==> src/rtl/axi_pkg.sv <==
// axi_pkg: AXI3 field widths, encodings and the read-slave state type, shared by the read/write slaves.
package axi_pkg;

    localparam int unsigned LEN_W   = 4;
    localparam int unsigned SIZE_W  = 3;
    localparam int unsigned BURST_W = 2;
    localparam int unsigned LOCK_W  = 2;
    localparam int unsigned CACHE_W = 4;
    localparam int unsigned PROT_W  = 3;
    localparam int unsigned RESP_W  = 2;

    localparam logic [BURST_W-1:0] BURST_FIXED = 2'b00;
    localparam logic [BURST_W-1:0] BURST_INCR  = 2'b01;
    localparam logic [BURST_W-1:0] BURST_WRAP  = 2'b10;
    localparam logic [BURST_W-1:0] BURST_RSVD  = 2'b11;

    localparam logic [RESP_W-1:0] RESP_OKAY   = 2'b00;
    localparam logic [RESP_W-1:0] RESP_EXOKAY = 2'b01;
    localparam logic [RESP_W-1:0] RESP_SLVERR = 2'b10;

    localparam logic [LOCK_W-1:0] LOCK_EXCL = 2'b01;

    // Widest supported beat on a 32-bit bus is 4 bytes (size code 2)
    localparam logic [SIZE_W-1:0] SIZE_MAX = 3'd2;

    typedef enum logic [1:0] {
        RD_IDLE  = 2'd0,
        RD_FETCH = 2'd1,
        RD_CAPT  = 2'd2,
        RD_SEND  = 2'd3
    } rd_state_e;

    // WRAP bursts are only legal with 2, 4, 8 or 16 beats
    function automatic logic wrap_len_ok(input logic [LEN_W-1:0] len);
        return (len == 4'd1) || (len == 4'd3) || (len == 4'd7) || (len == 4'd15);
    endfunction

endpackage

==> src/rtl/axi_burst_addr_gen.sv <==
// axi_burst_addr_gen: next beat address for FIXED / INCR / WRAP bursts (purely combinational).
module axi_burst_addr_gen
    import axi_pkg::*;
#(
    parameter int unsigned ADDR_W = 32
) (
    input  logic [ADDR_W-1:0]  cur_addr,
    input  logic [SIZE_W-1:0]  size,
    input  logic [LEN_W-1:0]   len,
    input  logic [BURST_W-1:0] burst,
    output logic [ADDR_W-1:0]  next_addr_c
);

    logic [ADDR_W-1:0] size_bytes;
    logic [ADDR_W-1:0] wrap_bytes;
    logic [ADDR_W-1:0] step_addr;

    // INCR aligns down then steps; WRAP steps and folds back inside the wrap window
    always_comb begin
        size_bytes  = ADDR_W'(1) << size;
        wrap_bytes  = ADDR_W'({1'b0, len} + 5'd1) << size;
        step_addr   = cur_addr + size_bytes;
        next_addr_c = cur_addr;
        case (burst)
            BURST_INCR: next_addr_c = (cur_addr & ~(size_bytes - ADDR_W'(1))) + size_bytes;
            BURST_WRAP: next_addr_c = (cur_addr & ~(wrap_bytes - ADDR_W'(1)))
                                    | (step_addr & (wrap_bytes - ADDR_W'(1)));
            default:    next_addr_c = cur_addr;
        endcase
    end

endmodule

==> src/rtl/axi_read_slave.sv <==
// axi_read_slave: AXI3 read responder, one burst at a time, in front of a 1-cycle-latency memory.
// Build option: AXI_RD_EXCL_EN makes exclusive (ARLOCK=01) good bursts answer EXOKAY.
module axi_read_slave
    import axi_pkg::*;
#(
    parameter int unsigned ID_W   = 4,
    parameter int unsigned ADDR_W = 32,
    parameter int unsigned DATA_W = 32
) (
    input  logic               ACLK,
    input  logic               ARESETn,
    input  logic [ID_W-1:0]    ARID,
    input  logic [ADDR_W-1:0]  ARADDR,
    input  logic [LEN_W-1:0]   ARLEN,
    input  logic [SIZE_W-1:0]  ARSIZE,
    input  logic [BURST_W-1:0] ARBURST,
    input  logic [LOCK_W-1:0]  ARLOCK,
    input  logic [CACHE_W-1:0] ARCACHE,
    input  logic [PROT_W-1:0]  ARPROT,
    input  logic               ARVALID,
    output logic               ARREADY,
    output logic [ID_W-1:0]    RID,
    output logic [DATA_W-1:0]  RDATA,
    output logic [RESP_W-1:0]  RRESP,
    output logic               RLAST,
    output logic               RVALID,
    input  logic               RREADY,
    output logic               mem_rd_req,
    output logic [ADDR_W-1:0]  mem_rd_addr,
    input  logic [DATA_W-1:0]  mem_rd_data,
    output logic               readbusy
);

    rd_state_e          state_q, next_state;
    logic [ADDR_W-1:0]  addr_q, addr_d, next_addr_c, mem_rd_addr_q;
    logic [LEN_W-1:0]   len_q, cnt_q, cnt_d;
    logic [SIZE_W-1:0]  size_q;
    logic [BURST_W-1:0] burst_q;
    logic               err_q;
    logic               arready_q, arready_d, rvalid_q, rvalid_d, rlast_q, rlast_d;
    logic               mem_rd_req_q, mem_rd_req_d, readbusy_q, readbusy_d;
    logic [ID_W-1:0]    rid_q;
    logic [DATA_W-1:0]  rdata_q;
    logic [RESP_W-1:0]  rresp_q, ar_resp_c;
    logic               ar_hs_c, r_hs_c, last_c, ar_err_c;
    logic               unused_ok;

    assign ar_hs_c  = ARVALID & arready_q;
    assign r_hs_c   = rvalid_q & RREADY;
    assign last_c   = (cnt_q == '0);
    assign ar_err_c = (ARBURST == BURST_RSVD) || (ARSIZE > SIZE_MAX)
                   || ((ARBURST == BURST_WRAP) && !wrap_len_ok(ARLEN));
    assign unused_ok = ^{ARCACHE, ARPROT, ARLOCK};

    // Response code chosen once at acceptance and held for the whole burst
    always_comb begin
        ar_resp_c = RESP_OKAY;
`ifdef AXI_RD_EXCL_EN
        if (ARLOCK == LOCK_EXCL) ar_resp_c = RESP_EXOKAY;
`endif
        if (ar_err_c) ar_resp_c = RESP_SLVERR;
    end

    axi_burst_addr_gen #(.ADDR_W(ADDR_W)) u_addr_gen (
        .cur_addr    (addr_q),
        .size        (size_q),
        .len         (len_q),
        .burst       (burst_q),
        .next_addr_c (next_addr_c)
    );

    // State register
    always_ff @(posedge ACLK or negedge ARESETn) begin
        if (!ARESETn) state_q <= RD_IDLE;
        else          state_q <= next_state;
    end

    // Next-state logic; error bursts skip the memory and stream straight from SEND
    always_comb begin
        next_state = state_q;
        case (state_q)
            RD_IDLE:  if (ar_hs_c) next_state = ar_err_c ? RD_SEND : RD_FETCH;
            RD_FETCH: next_state = RD_CAPT;
            RD_CAPT:  next_state = RD_SEND;
            RD_SEND:  if (r_hs_c) next_state = last_c ? RD_IDLE : (err_q ? RD_SEND : RD_FETCH);
            default:  next_state = RD_IDLE;
        endcase
    end

    // Output/datapath next values, decoded from the next state so registers line up with it
    always_comb begin
        cnt_d  = cnt_q;
        addr_d = addr_q;
        if (ar_hs_c) begin
            cnt_d  = ARLEN;
            addr_d = ARADDR;
        end else if (r_hs_c && !last_c) begin
            cnt_d  = cnt_q - LEN_W'(1);
            addr_d = next_addr_c;
        end
        arready_d    = (next_state == RD_IDLE);
        rvalid_d     = (next_state == RD_SEND);
        rlast_d      = (next_state == RD_SEND) && (cnt_d == '0);
        mem_rd_req_d = (next_state == RD_FETCH);
        readbusy_d   = (next_state != RD_IDLE);
    end

    // Burst context, beat counter and registered outputs
    always_ff @(posedge ACLK or negedge ARESETn) begin
        if (!ARESETn) begin
            cnt_q         <= '0;
            addr_q        <= '0;
            len_q         <= '0;
            size_q        <= '0;
            burst_q       <= '0;
            err_q         <= 1'b0;
            arready_q     <= 1'b1;
            rvalid_q      <= 1'b0;
            rlast_q       <= 1'b0;
            mem_rd_req_q  <= 1'b0;
            mem_rd_addr_q <= '0;
            readbusy_q    <= 1'b0;
            rid_q         <= '0;
            rdata_q       <= '0;
            rresp_q       <= RESP_OKAY;
        end else begin
            cnt_q        <= cnt_d;
            addr_q       <= addr_d;
            arready_q    <= arready_d;
            rvalid_q     <= rvalid_d;
            rlast_q      <= rlast_d;
            mem_rd_req_q <= mem_rd_req_d;
            readbusy_q   <= readbusy_d;
            if (mem_rd_req_d) mem_rd_addr_q <= addr_d;
            if (ar_hs_c) begin
                len_q   <= ARLEN;
                size_q  <= ARSIZE;
                burst_q <= ARBURST;
                err_q   <= ar_err_c;
                rid_q   <= ARID;
                rresp_q <= ar_resp_c;
                if (ar_err_c) rdata_q <= '0;
            end else if (state_q == RD_CAPT) begin
                rdata_q <= mem_rd_data;
            end
        end
    end

    assign ARREADY     = arready_q;
    assign RVALID      = rvalid_q;
    assign RLAST       = rlast_q;
    assign RID         = rid_q;
    assign RDATA       = rdata_q;
    assign RRESP       = rresp_q;
    assign mem_rd_req  = mem_rd_req_q;
    assign mem_rd_addr = mem_rd_addr_q;
    assign readbusy    = readbusy_q;

endmodule

==> config.mk <==
export PLATFORM = sky130hd
export DESIGN_NAME = axi_read_slave
export DESIGN_NICKNAME = d
export VERILOG_FILES = /design/src/rtl/axi_pkg.sv /design/src/rtl/axi_burst_addr_gen.sv /design/src/rtl/axi_read_slave.sv
export SDC_FILE = /design/constraint.sdc
export NUM_CORES = 1
export LEC_CHECK = 0
export ABC_AREA = 1
export BUFFER_PORTS_ARGS = -buffer_cell sky130_fd_sc_hd__buf_2
export CAP_MARGIN = 10
export CORE_UTILIZATION = 30
export DETAILED_ROUTE_END_ITERATION = 10
export GPL_TIMING_DRIVEN = 0
export PLACE_DENSITY = 0.53
export REMOVE_ABC_BUFFERS = 1
export SLEW_MARGIN = 20
export SYNTH_ARGS = -nofsm -noshare
export SYNTH_HDL_FRONTEND = slang
export SYNTH_SLANG_ARGS = --single-unit
==> constraint.sdc <==
create_clock -name ACLK -period 6.4 [get_ports ACLK]
set_clock_uncertainty 0.1 [all_clocks]
set_input_delay 0.64 -clock ACLK [delete_from_list [all_inputs] [get_ports ACLK]]
set_output_delay 0.64 -clock ACLK [all_outputs]
set_load 0.03 [all_outputs]
==> metrics <==
register clock-pin slew on the reported worst setup and hold paths=around 0.070 ns; Int Pwr=around 2900 uW; initial cell density of the core=between 30% and 40%; capture point of the worst path=mem_rd_addr[26]; Routed Antenna Nets=0; setup_tns=0 ns; critical path arrival=around 4.4 ns; worst vdd ir=roughly 210 uV; die width=between 150 and 200 um; layout cells sized above 1=between 10% and 20%; Routed wire per std cell=14.9 um; die area=about 30,000 um2; antenna violations before repair=0; top_reg_cell synth=dfrtp_1; worst r2r src=size_q[2]; Req. time, crit path=~6.6 ns; crit end category=flip-flop; die span in y=173 um; met3 GRT Util=just over 5%; CTS HTree Levels=4; Sw Pwr=about 3300 uW; met1 Use GR=between 20% and 30%; PD cells=583 nW/um2; busiest grt layer=met2; Mapped Cells=between 1,000 and 1,500; DRT iter0 DRCs=~730; clk buf depth=2; fin crit period=4.16 ns; FFs w/ async S/R, synth=100%; synth top area cells=dfrtp_1 34%, nand2_1 20%, nand3_1 9.2%; drt pass-1 iters=5; TritonCTS buffer count=17; Resize count post-CTS=0; top cell type's share of synthesized area=34.2%; r2r endpoint=mem_rd_addr[26]; DP Wirelength=a little over 20,000 um; CTS Root Cell=clkbuf_16; CP Class=flip-flop to flip-flop; Critical Path, Cell by Cell=inv_2, nand2_1, nor2_1, ha_1, fa_1, nand2_1, inv_1, o21ai_0, nand2_1, a21oi_1, nor2_1, nand2_1, xor2_1, nand2_1, o211ai_1, nand2_1, nand2_1, nand2_1, nand2_1, nand2_1; Pleak=roughly 0.0056 uW; GR Overflow Total=0; Worst-Margin Slew=between 0.9 and 1 ns; Synth area leader=dfrtp_1; FF+latch count, synth=~120; Post-DP Area=9960 um2; Layout area overhead=20.2%; Yosys warnings=0; Final period util=65.1%; CP Depth=20; Core Region=28,800 um2; Hold Crit Class=input port to flip-flop; Yosys cell types=52; crit-path most repeated cell=nand2_1; syn_area_per_cell=roughly 6.5 um2; Final setup viols=0; clk sinks=between 100 and 150; vias=9,098; most common cell in the netlist=nand2_1; Startpoint Class=flip-flop; Worst path max stage delay=about 0.63 ns; total track usage=19.3%; Post-Synthesis Cell Area=8780 um2; max capacitance violation total=0; max-slew violations=0; vias in the first global route=around 9,000; M2 GR Usage=around 30%; Buf+Inv Stages, Crit Path=2; CTS tree=built; final WL=28,000 um; Top delay family on crit path=simple AND/OR/NAND/NOR gates; routability cong.=about 0.90; Nets=1,591; Diodes inserted=0; sw frac=between 50 and 60%; Clock Power Share=about 16%; Post-synth EDFFs=0; status=complete, no violations; Ports=~170; worst reg-to-reg setup slack=2.24 ns; Vias/cell=4.85; final hold vios=0; RSZ-0062 raised after global routing=false; share of power burned in registers=about a quarter; worst skew pair latency=~0.44 ns; first-pass GRT wire length=46,100 um; Port-buffer cells=154; slowest stage cell, crit path=dfrtp_1; register area share after synthesis=between 30 and 40%; largest net degree at the start of global routing=77; Post-synth top cells=464 x nand2_1, 170 x inv_1, 162 x nand3_1; maximum clock frequency=approximately 0.24 GHz; fin area=roughly 11,000 um2; Max-slew headroom=39.3%; number of core rows=62; Worst Setup SP=size_q[2]; top fanout value on the critical path=13; DRC violations left=0; Comb pwr share=between 50 and 60%; Worst R2R Path Depth=20; overall power=between 6000 and 7000 uW
-- layout by cell type (no fill, tap or decap), types with 3 or more instances in the layout --
master	Yosys	routed
nand2_1	464	463
inv_1	170	169
nand3_1	162	162
buf_2	6	153
dfrtp_1	120	120
nor2_1	83	80
o21ai_0	74	74
a21oi_1	49	49
xor2_1	27	27
nand4_1	18	18
ha_1	19	17
clkbuf_16	0	17
nor3_1	13	13
nor2_2	12	13
nand2_2	8	9
nand3b_1	8	8
nor2_4	5	7
o211ai_1	7	7
o21ai_1	7	7
o21bai_1	5	5
xnor2_1	5	5
or2_1	5	5
inv_2	4	4
o21ai_2	4	4
inv_6	0	4
o31ai_1	3	3
clkinv_4	0	3
buf_16	0	3
-- power groups by stage --
stage	Combinational, uW	Clock, uW	Sequential [uW]
6_report	3680	983	1490
2_1_floorplan	2210	0	1830
5_1_grt	4140	1040	1550
3_3_place_gp	3570	0	1490
4_1_cts	3690	1010	1490
3_5_place_dp	3670	0	1490
-- worst min-delay path by stage --
stage	slack, ns	to	from	depth (start not counted)
2_1_floorplan	0.24	RDATA[0]	ARESETn	0
3_3_place_gp	0.35	mem_rd_addr[1]	mem_rd_addr[1]	2
3_5_place_dp	0.36	mem_rd_addr[16]	mem_rd_addr[16]	2
4_1_cts	0.28	RID[1]	ARID[1]	3
5_1_grt	0.29	RID[1]	ARID[1]	3
6_report	0.30	RID[1]	ARID[1]	3
-- routing by layer --
metal / part of all wire [%] / vias up
li1: - / 4572
met1: 48 / 4244
met2: 44 / 260
met3: 6.9 / 22
met4: 1.2 / 0
met5: 0 / -
-- logic make-up after synthesis --
kind of cell / share of synthesized area, %
fa+ha+maj: 2.93
compound gates: 10.2
flops: 34.5
xor+xnor: 3.38
simple gates: 38.7
buf+inv: 10.2
other cells: 0.0427
-- per-stage QoR --
step,instances,hold slack [ns],util [%],worst slack [ns]
after global placement,1839,0.353,34.0,0.116
after global routing,1877,0.295,36.7,1.83
after floorplan,1301,0.244,-,2.66
final,1877,0.299,36.7,2.24
after CTS,1877,0.283,36.7,2.25
after detailed placement,1845,0.360,34.6,2.27
-- area by class of cell --
type | instances | area (um2)
Fill cell | 3152 | 18200
Multi-Input combinational cell | 1005 | 4880
Sequential cell | 121 | 3030
Timing Repair Buffer | 161 | 920
Inverter | 175 | 661
Tap cell | 384 | 480
Clock buffer | 19 | 443
Clock inverter | 12 | 141
-- state kept, by name, indices dropped and copies added (netlist names) --
name,cells
RRESP,1
readbusy,1
ARREADY,1
RVALID,1
state_q,2
RDATA,32
mem_rd_addr,32
mem_rd_req,1
addr_q,32
cnt_q,4
burst_q,2
len_q,4
RID,4
size_q,3
RLAST,1
-- worst min-delay path, stage by stage --
cell     delay [ns]
buf_2          0.07
nand2_1        0.04
nand2_1        0.04
-- repair_timing --
item | in CTS | in global routing
buffers inserted | 0 | 0
endpoints found under the hold margin | 2 | 0
hold buffers | 1 | 0
(Power assumes the default switching activity.)
